$ cat src/rtl/ex_muldiv_seq.sv
// ex_muldiv_seq
//   Sequencer for the shared multi-cycle multiplier / divider used by EX.
//   Detects a mul/div-class op in EX, fires exactly one start pulse to the
//   right unit, stalls EX until the result is captured, holds it until MEM
//   accepts it, and cancels cleanly on flush. A DIV_WAIT watchdog turns a
//   lost div_done into a div_err pulse and a zero result.
//
//   Optional feature (macro MULDIV_REM_REUSE_EN): keep the last divider
//   run {quot, rem, a, b, signed}; a later div-class op with matching
//   operands/signedness completes from that entry without starting the
//   divider.
//
// Ports
//   clk, rst_n                  clock, async active-low reset
//   ex_valid, op, src1, src2    EX instruction and forwarded operands
//   ex_allowout, flush          MEM accept / pipeline kill
//   mul_start, mul_hi, mul_signed, mul_res, mul_done      multiplier side
//   div_start, div_signed, div_cancel, div_quot, div_rem, div_done  divider
//   md_a, md_b                  latched operands to both units
//   mul_out/_valid, div_out/_valid  captured result (one shared register)
//   ex_stall                    hold EX/IF/ID this cycle
//   div_err                     divider timeout pulse
module ex_muldiv_seq #(
  parameter int DIV_TIMEOUT = 40
) (
  input  logic        clk,
  input  logic        rst_n,
  input  logic        ex_valid,
  input  logic [7:0]  op,
  input  logic [31:0] src1,
  input  logic [31:0] src2,
  input  logic        ex_allowout,
  input  logic        flush,
  output logic        mul_start,
  output logic        mul_hi,
  output logic        mul_signed,
  input  logic [31:0] mul_res,
  input  logic        mul_done,
  output logic        div_start,
  output logic        div_signed,
  output logic        div_cancel,
  input  logic [31:0] div_quot,
  input  logic [31:0] div_rem,
  input  logic        div_done,
  output logic [31:0] md_a,
  output logic [31:0] md_b,
  output logic [31:0] mul_out,
  output logic [31:0] div_out,
  output logic        mul_out_valid,
  output logic        div_out_valid,
  output logic        ex_stall,
  output logic        div_err
);

  // Opcode encodings shared with the decoder
  localparam logic [7:0] OP_MUL   = 8'h30;
  localparam logic [7:0] OP_MULH  = 8'h31;
  localparam logic [7:0] OP_MULHU = 8'h32;
  localparam logic [7:0] OP_DIV   = 8'h34;
  localparam logic [7:0] OP_MOD   = 8'h35;
  localparam logic [7:0] OP_DIVU  = 8'h36;
  localparam logic [7:0] OP_MODU  = 8'h37;

  localparam int CW = $clog2(DIV_TIMEOUT + 1);

  typedef enum logic [1:0] {S_IDLE, S_MUL_WAIT, S_DIV_WAIT, S_DONE} state_e;

  state_e        state_q, state_d;
  logic [31:0]   md_a_q, md_a_d, md_b_q, md_b_d, res_q, res_d;
  logic [CW-1:0] cnt_q, cnt_d;
  logic          is_div_q, is_div_d, is_rem_q, is_rem_d;
  logic          mul_hi_q, mul_hi_d, mul_signed_q, mul_signed_d;
  logic          div_signed_q, div_signed_d;

  // Decode
  logic is_mul_op, is_div_op, md_op, dec_hi, dec_msgn, dec_dsgn, dec_rem;
  assign is_mul_op = (op == OP_MUL) || (op == OP_MULH) || (op == OP_MULHU);
  assign is_div_op = (op == OP_DIV) || (op == OP_MOD) ||
                     (op == OP_DIVU) || (op == OP_MODU);
  assign md_op     = ex_valid & (is_mul_op | is_div_op);
  assign dec_hi    = (op == OP_MULH) || (op == OP_MULHU);
  assign dec_msgn  = (op == OP_MUL) || (op == OP_MULH);
  assign dec_dsgn  = (op == OP_DIV) || (op == OP_MOD);
  assign dec_rem   = (op == OP_MOD) || (op == OP_MODU);

  logic reuse_hit;
`ifdef MULDIV_REM_REUSE_EN
  logic        rv_q, rv_d, rs_q, rs_d;
  logic [31:0] rq_q, rq_d, rr_q, rr_d, ra_q, ra_d, rb_q, rb_d;
  assign reuse_hit = rv_q & is_div_op & (src1 == ra_q) & (src2 == rb_q) &
                     (dec_dsgn == rs_q);
`else
  assign reuse_hit = 1'b0;
`endif

  always_comb begin
    state_d      = state_q;
    md_a_d       = md_a_q;
    md_b_d       = md_b_q;
    res_d        = res_q;
    cnt_d        = '0;
    is_div_d     = is_div_q;
    is_rem_d     = is_rem_q;
    mul_hi_d     = mul_hi_q;
    mul_signed_d = mul_signed_q;
    div_signed_d = div_signed_q;
    mul_start    = 1'b0;
    div_start    = 1'b0;
    div_cancel   = 1'b0;
    div_err      = 1'b0;
`ifdef MULDIV_REM_REUSE_EN
    rv_d = rv_q; rs_d = rs_q; rq_d = rq_q; rr_d = rr_q; ra_d = ra_q; rb_d = rb_q;
`endif
    case (state_q)
      S_IDLE: begin
        if (md_op && !flush) begin
          md_a_d       = src1;
          md_b_d       = src2;
          is_div_d     = is_div_op;
          is_rem_d     = dec_rem;
          mul_hi_d     = dec_hi;
          mul_signed_d = dec_msgn;
          div_signed_d = dec_dsgn;
          if (is_div_op) begin
            if (reuse_hit) begin
`ifdef MULDIV_REM_REUSE_EN
              res_d = dec_rem ? rr_q : rq_q;
`endif
              state_d = S_DONE;
            end else begin
              div_start = 1'b1;
              state_d   = S_DIV_WAIT;
            end
          end else begin
            mul_start = 1'b1;
            state_d   = S_MUL_WAIT;
          end
        end
      end
      S_MUL_WAIT: begin
        if (flush) state_d = S_IDLE;
        else if (mul_done) begin
          res_d   = mul_res;
          state_d = S_DONE;
        end
      end
      S_DIV_WAIT: begin
        cnt_d = cnt_q + 1'b1;
        if (flush) begin
          div_cancel = 1'b1;
          state_d    = S_IDLE;
        end else if (div_done) begin
          res_d   = is_rem_q ? div_rem : div_quot;
          state_d = S_DONE;
`ifdef MULDIV_REM_REUSE_EN
          rv_d = 1'b1; rq_d = div_quot; rr_d = div_rem;
          ra_d = md_a_q; rb_d = md_b_q; rs_d = div_signed_q;
`endif
        // Counter is 0 in the first DIV_WAIT cycle, so the pulse lands
        // DIV_TIMEOUT cycles after the start pulse.
        end else if (cnt_q == CW'(DIV_TIMEOUT - 1)) begin
          div_err    = 1'b1;
          div_cancel = 1'b1;
          res_d      = '0;
          state_d    = S_DONE;
        end
      end
      S_DONE: begin
        if (flush || ex_allowout) state_d = S_IDLE;
      end
      default: state_d = S_IDLE;
    endcase
`ifdef MULDIV_REM_REUSE_EN
    if (div_cancel) rv_d = 1'b0;
`endif
  end

  always_ff @(posedge clk or negedge rst_n) begin
    if (!rst_n) begin
      state_q      <= S_IDLE;
      md_a_q       <= '0;
      md_b_q       <= '0;
      res_q        <= '0;
      cnt_q        <= '0;
      is_div_q     <= 1'b0;
      is_rem_q     <= 1'b0;
      mul_hi_q     <= 1'b0;
      mul_signed_q <= 1'b0;
      div_signed_q <= 1'b0;
    end else begin
      state_q      <= state_d;
      md_a_q       <= md_a_d;
      md_b_q       <= md_b_d;
      res_q        <= res_d;
      cnt_q        <= cnt_d;
      is_div_q     <= is_div_d;
      is_rem_q     <= is_rem_d;
      mul_hi_q     <= mul_hi_d;
      mul_signed_q <= mul_signed_d;
      div_signed_q <= div_signed_d;
    end
  end

`ifdef MULDIV_REM_REUSE_EN
  always_ff @(posedge clk or negedge rst_n) begin
    if (!rst_n) begin
      rv_q <= 1'b0; rs_q <= 1'b0;
      rq_q <= '0; rr_q <= '0; ra_q <= '0; rb_q <= '0;
    end else begin
      rv_q <= rv_d; rs_q <= rs_d;
      rq_q <= rq_d; rr_q <= rr_d; ra_q <= ra_d; rb_q <= rb_d;
    end
  end
`endif

  // Mode bits must be valid alongside the combinational start pulse, so in
  // IDLE they come straight from decode; afterwards from the latched copy.
  wire in_idle = (state_q == S_IDLE);
  assign mul_hi     = in_idle ? (md_op & is_mul_op & dec_hi)   : mul_hi_q;
  assign mul_signed = in_idle ? (md_op & is_mul_op & dec_msgn) : mul_signed_q;
  assign div_signed = in_idle ? (md_op & is_div_op & dec_dsgn) : div_signed_q;

  assign md_a          = md_a_q;
  assign md_b          = md_b_q;
  assign mul_out       = res_q;
  assign div_out       = res_q;
  assign mul_out_valid = (state_q == S_DONE) & ~is_div_q;
  assign div_out_valid = (state_q == S_DONE) &  is_div_q;
  assign ex_stall      = md_op & ~((state_q == S_DONE) & ex_allowout);

endmodule

$ cat config.mk
export PLATFORM = sky130hd
export DESIGN_NAME = ex_muldiv_seq
export DESIGN_NICKNAME = d
export VERILOG_FILES = /design/src/rtl/ex_muldiv_seq.sv
export SDC_FILE = /design/constraint.sdc
export NUM_CORES = 1
export LEC_CHECK = 0
export BUFFER_PORTS_ARGS = -buffer_cell sky130_fd_sc_hd__buf_2
export CAP_MARGIN = 20
export CELL_PAD_IN_SITES_DETAIL_PLACEMENT = 1
export CELL_PAD_IN_SITES_GLOBAL_PLACEMENT = 2
export CORE_ASPECT_RATIO = 0.7
export CORE_MARGIN = 1
export CORE_UTILIZATION = 26
export CTS_BUF_LIST = sky130_fd_sc_hd__clkbuf_4
export CTS_CLUSTER_DIAMETER = 40
export DETAILED_ROUTE_END_ITERATION = 8
export GPL_TIMING_DRIVEN = 1
export PLACE_DENSITY = 0.8
export SLEW_MARGIN = 10
export SYNTH_ARGS = -nofsm -noshare
export SYNTH_HDL_FRONTEND = slang
export SYNTH_SLANG_ARGS = --single-unit
$ cat constraint.sdc
create_clock -name clk -period 2.65 [get_ports clk]
set_clock_uncertainty 0.15 [all_clocks]
set_input_delay 0.3975 -clock clk [delete_from_list [all_inputs] [get_ports clk]]
set_output_delay 0.3975 -clock clk [all_outputs]
set_load 0.01 [all_outputs]
# Word level (Yosys, flattened, before mapping)
# Index checks and enable logic that the tools add are counted.
# W data, S select, Z words.
# totals
reg_bits,109
latch_bits,0
ram_bits,0
rom_bits,0
in_bits,175
out_inout_bits,138
elab_cells,90
n_memories,0
# classes
n_addsub,1
mul,0
div_mod_pow,0
magnitude_cmp,0
n_eq_ne,19
n_shift,0
muxes,32
n_bitwise,13
reduce_logical,15
# ops
op,count
$mux W32,6
$pmux W32 S2,1
$eq A8 B6 Y1 const B,7
$mux W2,8
$mux W1,15
$and A1 B1 Y1,10
$logic_or A1 B1 Y1,8
$ne A2 B2 Y1 const B,4
$pmux W2 S4,1
$add A6 B1 Y6 const B,1
$eq A6 B6 Y1 const B,1
$mux W6,1
$ne A3 B3 Y1 const B,2
$reduce_and A5 Y1,1
$eq A2 B2 Y1 const B,2
$ne A4 B4 Y1 const B,1
$reduce_and A4 Y1,1
$eq A2 B1 Y1 const B,1
$logic_not A2 Y1,1
$ne A2 B1 Y1 const B,1
$not A1 Y1,2
$reduce_and A2 Y1,1
$reduce_bool A2 Y1,1
$logic_and A1 B1 Y1,1
2 further kinds,2

# Longest topological paths before layout
# logic_depth
word_depth,9
ltp_mapped,9

# Worst setup path after synthesis
# No wires, ideal clock.
# synth_path
path_type,in2out
start,in op[3]
end,out mul_start
t_arrival_ns,1.560
t_required_ns,2.102
path_slack_ns,0.543
stages,5
path_buffers,2
cell_sequence,nor4_4 nand4_1 buf_2 clkbuf_1 a21oi_1
# synth_via
elab_chain_cells,9
elab_cells_between_ends,18
cone_classes,eq/ne: 7; mux: 3; bitwise: 2; reduce/logical: 6
# synth_rtl
element,line_no,rtl
start: declaration,29,"input logic [7:0] op,"
$eq A8 B6 Y1,78,assign is_div_op = (op == OP_DIV) || (op == OP_MOD) ||
$logic_or A1 B1 Y1 (2 in series),78,
$logic_or A1 B1 Y1,79,(op == OP_DIVU) || (op == OP_MODU);
$or A1 B1 Y1,80,assign md_op = ex_valid & (is_mul_op | is_div_op);
$and A1 B1 Y1,80,
$logic_and A1 B1 Y1,116,if (md_op && !flush) begin
$mux W1 *,116,
$mux W1 *,114,case (state_q)
end: declaration,34,"output logic mul_start,"
# Every way passes the cells marked *; elsewhere a longest branch is shown, timed or not.

# Final worst setup path
# layout_path
start,in op[1]
end,out div_start
# layout_via
elab_chain_cells,9
elab_cells_between_ends,18
cone_classes,eq/ne: 7; mux: 3; bitwise: 2; reduce/logical: 6
# layout_rtl
element,line_no,rtl
$eq A8 B6 Y1,78,
$logic_or A1 B1 Y1 (2 in series),78,
$logic_or A1 B1 Y1,79,
$or A1 B1 Y1,80,
$and A1 B1 Y1,80,
$logic_and A1 B1 Y1,116,
$mux W1 *,116,
$mux W1 *,114,
end: declaration,39,"output logic div_start,"
# Marked as above.

==> results.tsv <==
stage	metric	value	unit
detailed_routing	vias	4764	
detailed_routing	wl_per_cell	15.7	um
worst_setup_path	start_kind	input pin	
worst_setup_path	cp_common_cell	buf_2	
cts	ctsHtreeMaxLevel	3	
sta	finalHoldViolations	0	
placement	place_ws	0.292	ns
synth	async_flop_share	100	%
sta	worst_hold_slack	0.0457	ns
detailed_routing	drc	0	
run_status	outcome	completed	
worst_setup_path	crit_chain	dlygate4sd3_1 > buf_2 > nand2_1 > or2_2 > nand4_1 > buf_4 > nor2_1 > buf_2	
floorplan	chipHeight	122	um
floorplan	ios	313	
synth	syn_avg_cell_area	11.4	um^2
worst_setup_path	critPathMaxFanout	5	
worst_setup_path	timing.critical_path.buf_inv	4	
final_layout	nNetsFinal	1001	
synth	ys_seq_area_share	51.0	%
cts	clk_pin_slew	0.18	ns
global_routing	first_global_vias	5011	
job	maxCapViolCount	0	
placement	place_congestion	0.804	
placement	io_buffers	312	
synth	synth-seq-cells	109	
final_layout	fin_util	39.4	%
sta	setup_viol	0	
worst_setup_path	crit_required	2.10	ns
global_routing	grt-ovfl-total	0	
detailed_routing	drtIter0Drc	190	
synth	synth.area.top_cells	dfrtp_1 (51%), mux2_2 (13%), mux2i_1 (6.0%)	
worst_setup_path	crit_family	buffers and inverters	
synth	synth_edf_count	0	
synth	synth_area	0.00535	mm^2
cts	clock_latency	0.46	ns
floorplan	num_rows	43	
worst_setup_path	crit_type	in -> out	
final_layout	area_growth	47.2	%
synth	synth_cell_types	39	
global_routing	antenna_found_initial	0	
worst_setup_path	cp.arrival	1.97	ns
cts	cts_buffers	9	
worst_setup_path	ff2ff_setup_slack	0.25	ns
sta	fmax	397	MHz
detailed_routing	first_pass_iters	4	
worst_setup_path	crit_slowest_cell	dlygate4sd3_1	
floorplan	core-area	0.0200	mm^2
cts	cts.root.buffer_cell	clkbuf_4	
synth	ys.flop_type	dfrtp_1	
synth	yosys_warnings	0	
placement	dp.cells	1004	
cts	cts_post_setup_buffers_inserted	0	
sta	worst_pin_slew	0.643	ns
detailed_routing	ant_nets	0	
power_and_ir_drop	power.density	702	mW/mm^2
floorplan	die_area	0.0212	mm^2
global_routing	grt_first_pass_wirelength	27.1	mm
cts	cts_tree	done	
sta	fin_tns_setup	0	ns
placement	dp_hpwl	12.4	mm
sta	finalCritPeriodShare	95.0	%
detailed_routing	vias_per_cell	4.34	
synth	syn_nets	650	
sta	layout_min_cycle_time	2.52	ns
synth	synth_cells	470	
cts	max-clock-path-buffers	2	
sta	rsz0062_at_grt	false	
floorplan	die_x	173	um
floorplan	start_util	26.8	%
global_routing	grt_max_degree	71	
synth	synth_top_area_share	51.0	%
cts	clock-sinks	109	
worst_setup_path	worst_setup_path_end_kind	output port	
power_and_ir_drop	peakVddDrop	0.338	mV
detailed_routing	drt_wl_total	17.2	mm
synth	yosysTopAreaCell	dfrtp_1	
final_layout	layout.cells.non_filler	1097	
worst_setup_path	slowest_delay	0.51	ns
power_and_ir_drop	p_leak	4.17	nW
sta	setup_ws	0.131	ns
sta	max_slew_margin	57.1	%
global_routing	grt_util_all_layers	16.2	%
sta	drv_slew	0	
min_path	worstHoldPathType	in -> reg	
final_layout	drive_gt1_share	52.9	%
==> flip-flops by register name (all words and copies together), names as in the netlist <==
register / flops
md_b: 32
div_out: 32
div_signed_q: 1
md_a: 32
is_div_q: 1
cnt_q: 6
state_q: 2
mul_hi_q: 1
is_rem_q: 1
mul_signed_q: 1
==> placed cells by master, fill, tap and decap left out, types with 3 or more instances in the layout <==
cell,Yosys,final
clkbuf_4,0,10
dfrtp_1,109,108
ha_1,5,4
o21ai_2,28,28
mux2i_1,32,32
o2bb2ai_1,4,4
nand3_1,5,5
dlygate4sd3_1,0,76
xor2_1,3,3
a21oi_1,35,35
o21ai_1,4,4
o21ai_0,3,3
buf_4,36,6
buf_12,0,4
nor2b_1,4,4
buf_2,7,311
nand2_1,44,44
inv_1,4,3
nand2b_1,3,3
mux2_2,64,64
nor2_1,43,43
==> cell families (layout without fill, tap and decap cells) <==
| kind of cell | Yosys count | in the layout | synth area share, % |
|---|---|---|---|
| AO/OA/AOI/OAI | 82 | 82 | 10.3 |
| other | 0 | 1 | 0 |
| adder cells (fa/ha/maj) | 5 | 5 | 1.17 |
| XOR/XNOR | 5 | 5 | 0.819 |
| buffers and inverters | 62 | 418 | 7.88 |
| flip-flops | 109 | 109 | 51.0 |
| AND/OR/NAND/NOR | 111 | 111 | 9.34 |
| multiplexers | 96 | 96 | 19.5 |
==> worst paths after layout <==
path,start,end,cells after the start
min in group asynchronous,rst_n,md_a[11]$_DFFE_PN0P_,2
min,mul_res[11],div_out[11]$_DFFE_PN0P_,3
max reg2reg,state_q[0]$_DFFE_PN0P_,div_out[24]$_DFFE_PN0P_,8
min reg2reg,cnt_q[0]$_DFF_PN0_,cnt_q[0]$_DFF_PN0_,1
max in group asynchronous,rst_n,mul_signed_q$_DFFE_PN0P_,3
max,op[1],div_start,8
==> power by group <==
group / internal, mW / total (mW) / switching (mW) / leakage, nW
sequential: 2.05 / 2.34 / 0.295 / 1.46
clock: 0.224 / 0.821 / 0.596 / 0.0710
combinational: 1.05 / 2.37 / 1.32 / 2.64
==> layout make-up <==
class                           count  area (um^2)
Antenna cell                        1         2.50
Inverter                            5         18.8
Fill cell                        2320        12100
Sequential cell                   109         2730
Multi-Input combinational cell    299         2210
Clock inverter                      6         56.3
Clock buffer                       10         75.1
Tap cell                          270          338
Timing Repair Buffer              397         2440
==> Yosys cell counts (4+ instances only) <==
library cell	instances
nand2_1	44
clkbuf_1	8
ha_1	5
mux2_2	64
o21ai_2	28
buf_4	36
buf_6	6
nor2_1	43
buf_2	7
o21ai_1	4
nor2b_1	4
dfrtp_1	109
inv_1	4
mux2i_1	32
a21oi_1	35
o2bb2ai_1	4
nand3_1	5
==> metrics by stage <==
stage | total power, mW | instance area (um^2)
final | 5.53 | 7870
after floorplan | 3.94 | 5350
after detailed placement | 4.67 | 6970
after CTS | 5.61 | 7860
after global placement | 4.61 | 6970
after global routing | 5.97 | 7870
==> routing by layer <==
layer | share of wire, % | routed length (um) | track usage, % | up-vias
met5 | 0 | 0 | 0 | -
met4 | 1.7 | 291 | 4.81 | 0
met3 | 5.1 | 870 | 3.90 | 25
met2 | 51 | 8710 | 28.1 | 150
met1 | 43 | 7350 | 20.1 | 2292
li1 | - | - | - | 2297
==> worst reg2reg max path: stages (launching register included) <==
cell      delay [ns]
dfrtp_1         0.43
inv_2           0.08
ha_1            0.27
nand2b_1        0.17
a31oi_1         0.06
or4_2           0.69
buf_12          0.23
nand2_1         0.17
o21ai_2         0.06
==> what timing repair did <==
| item | 4_1_cts | 5_1_grt |
|---|---|---|
| hold buffers | 76 | 0 |
| endpoints found under the setup margin | 0 | 2 |
| gates resized for setup | 0 | 3 |
| endpoints found under the hold margin | 103 | 0 |
(Power assumes the default switching activity.)
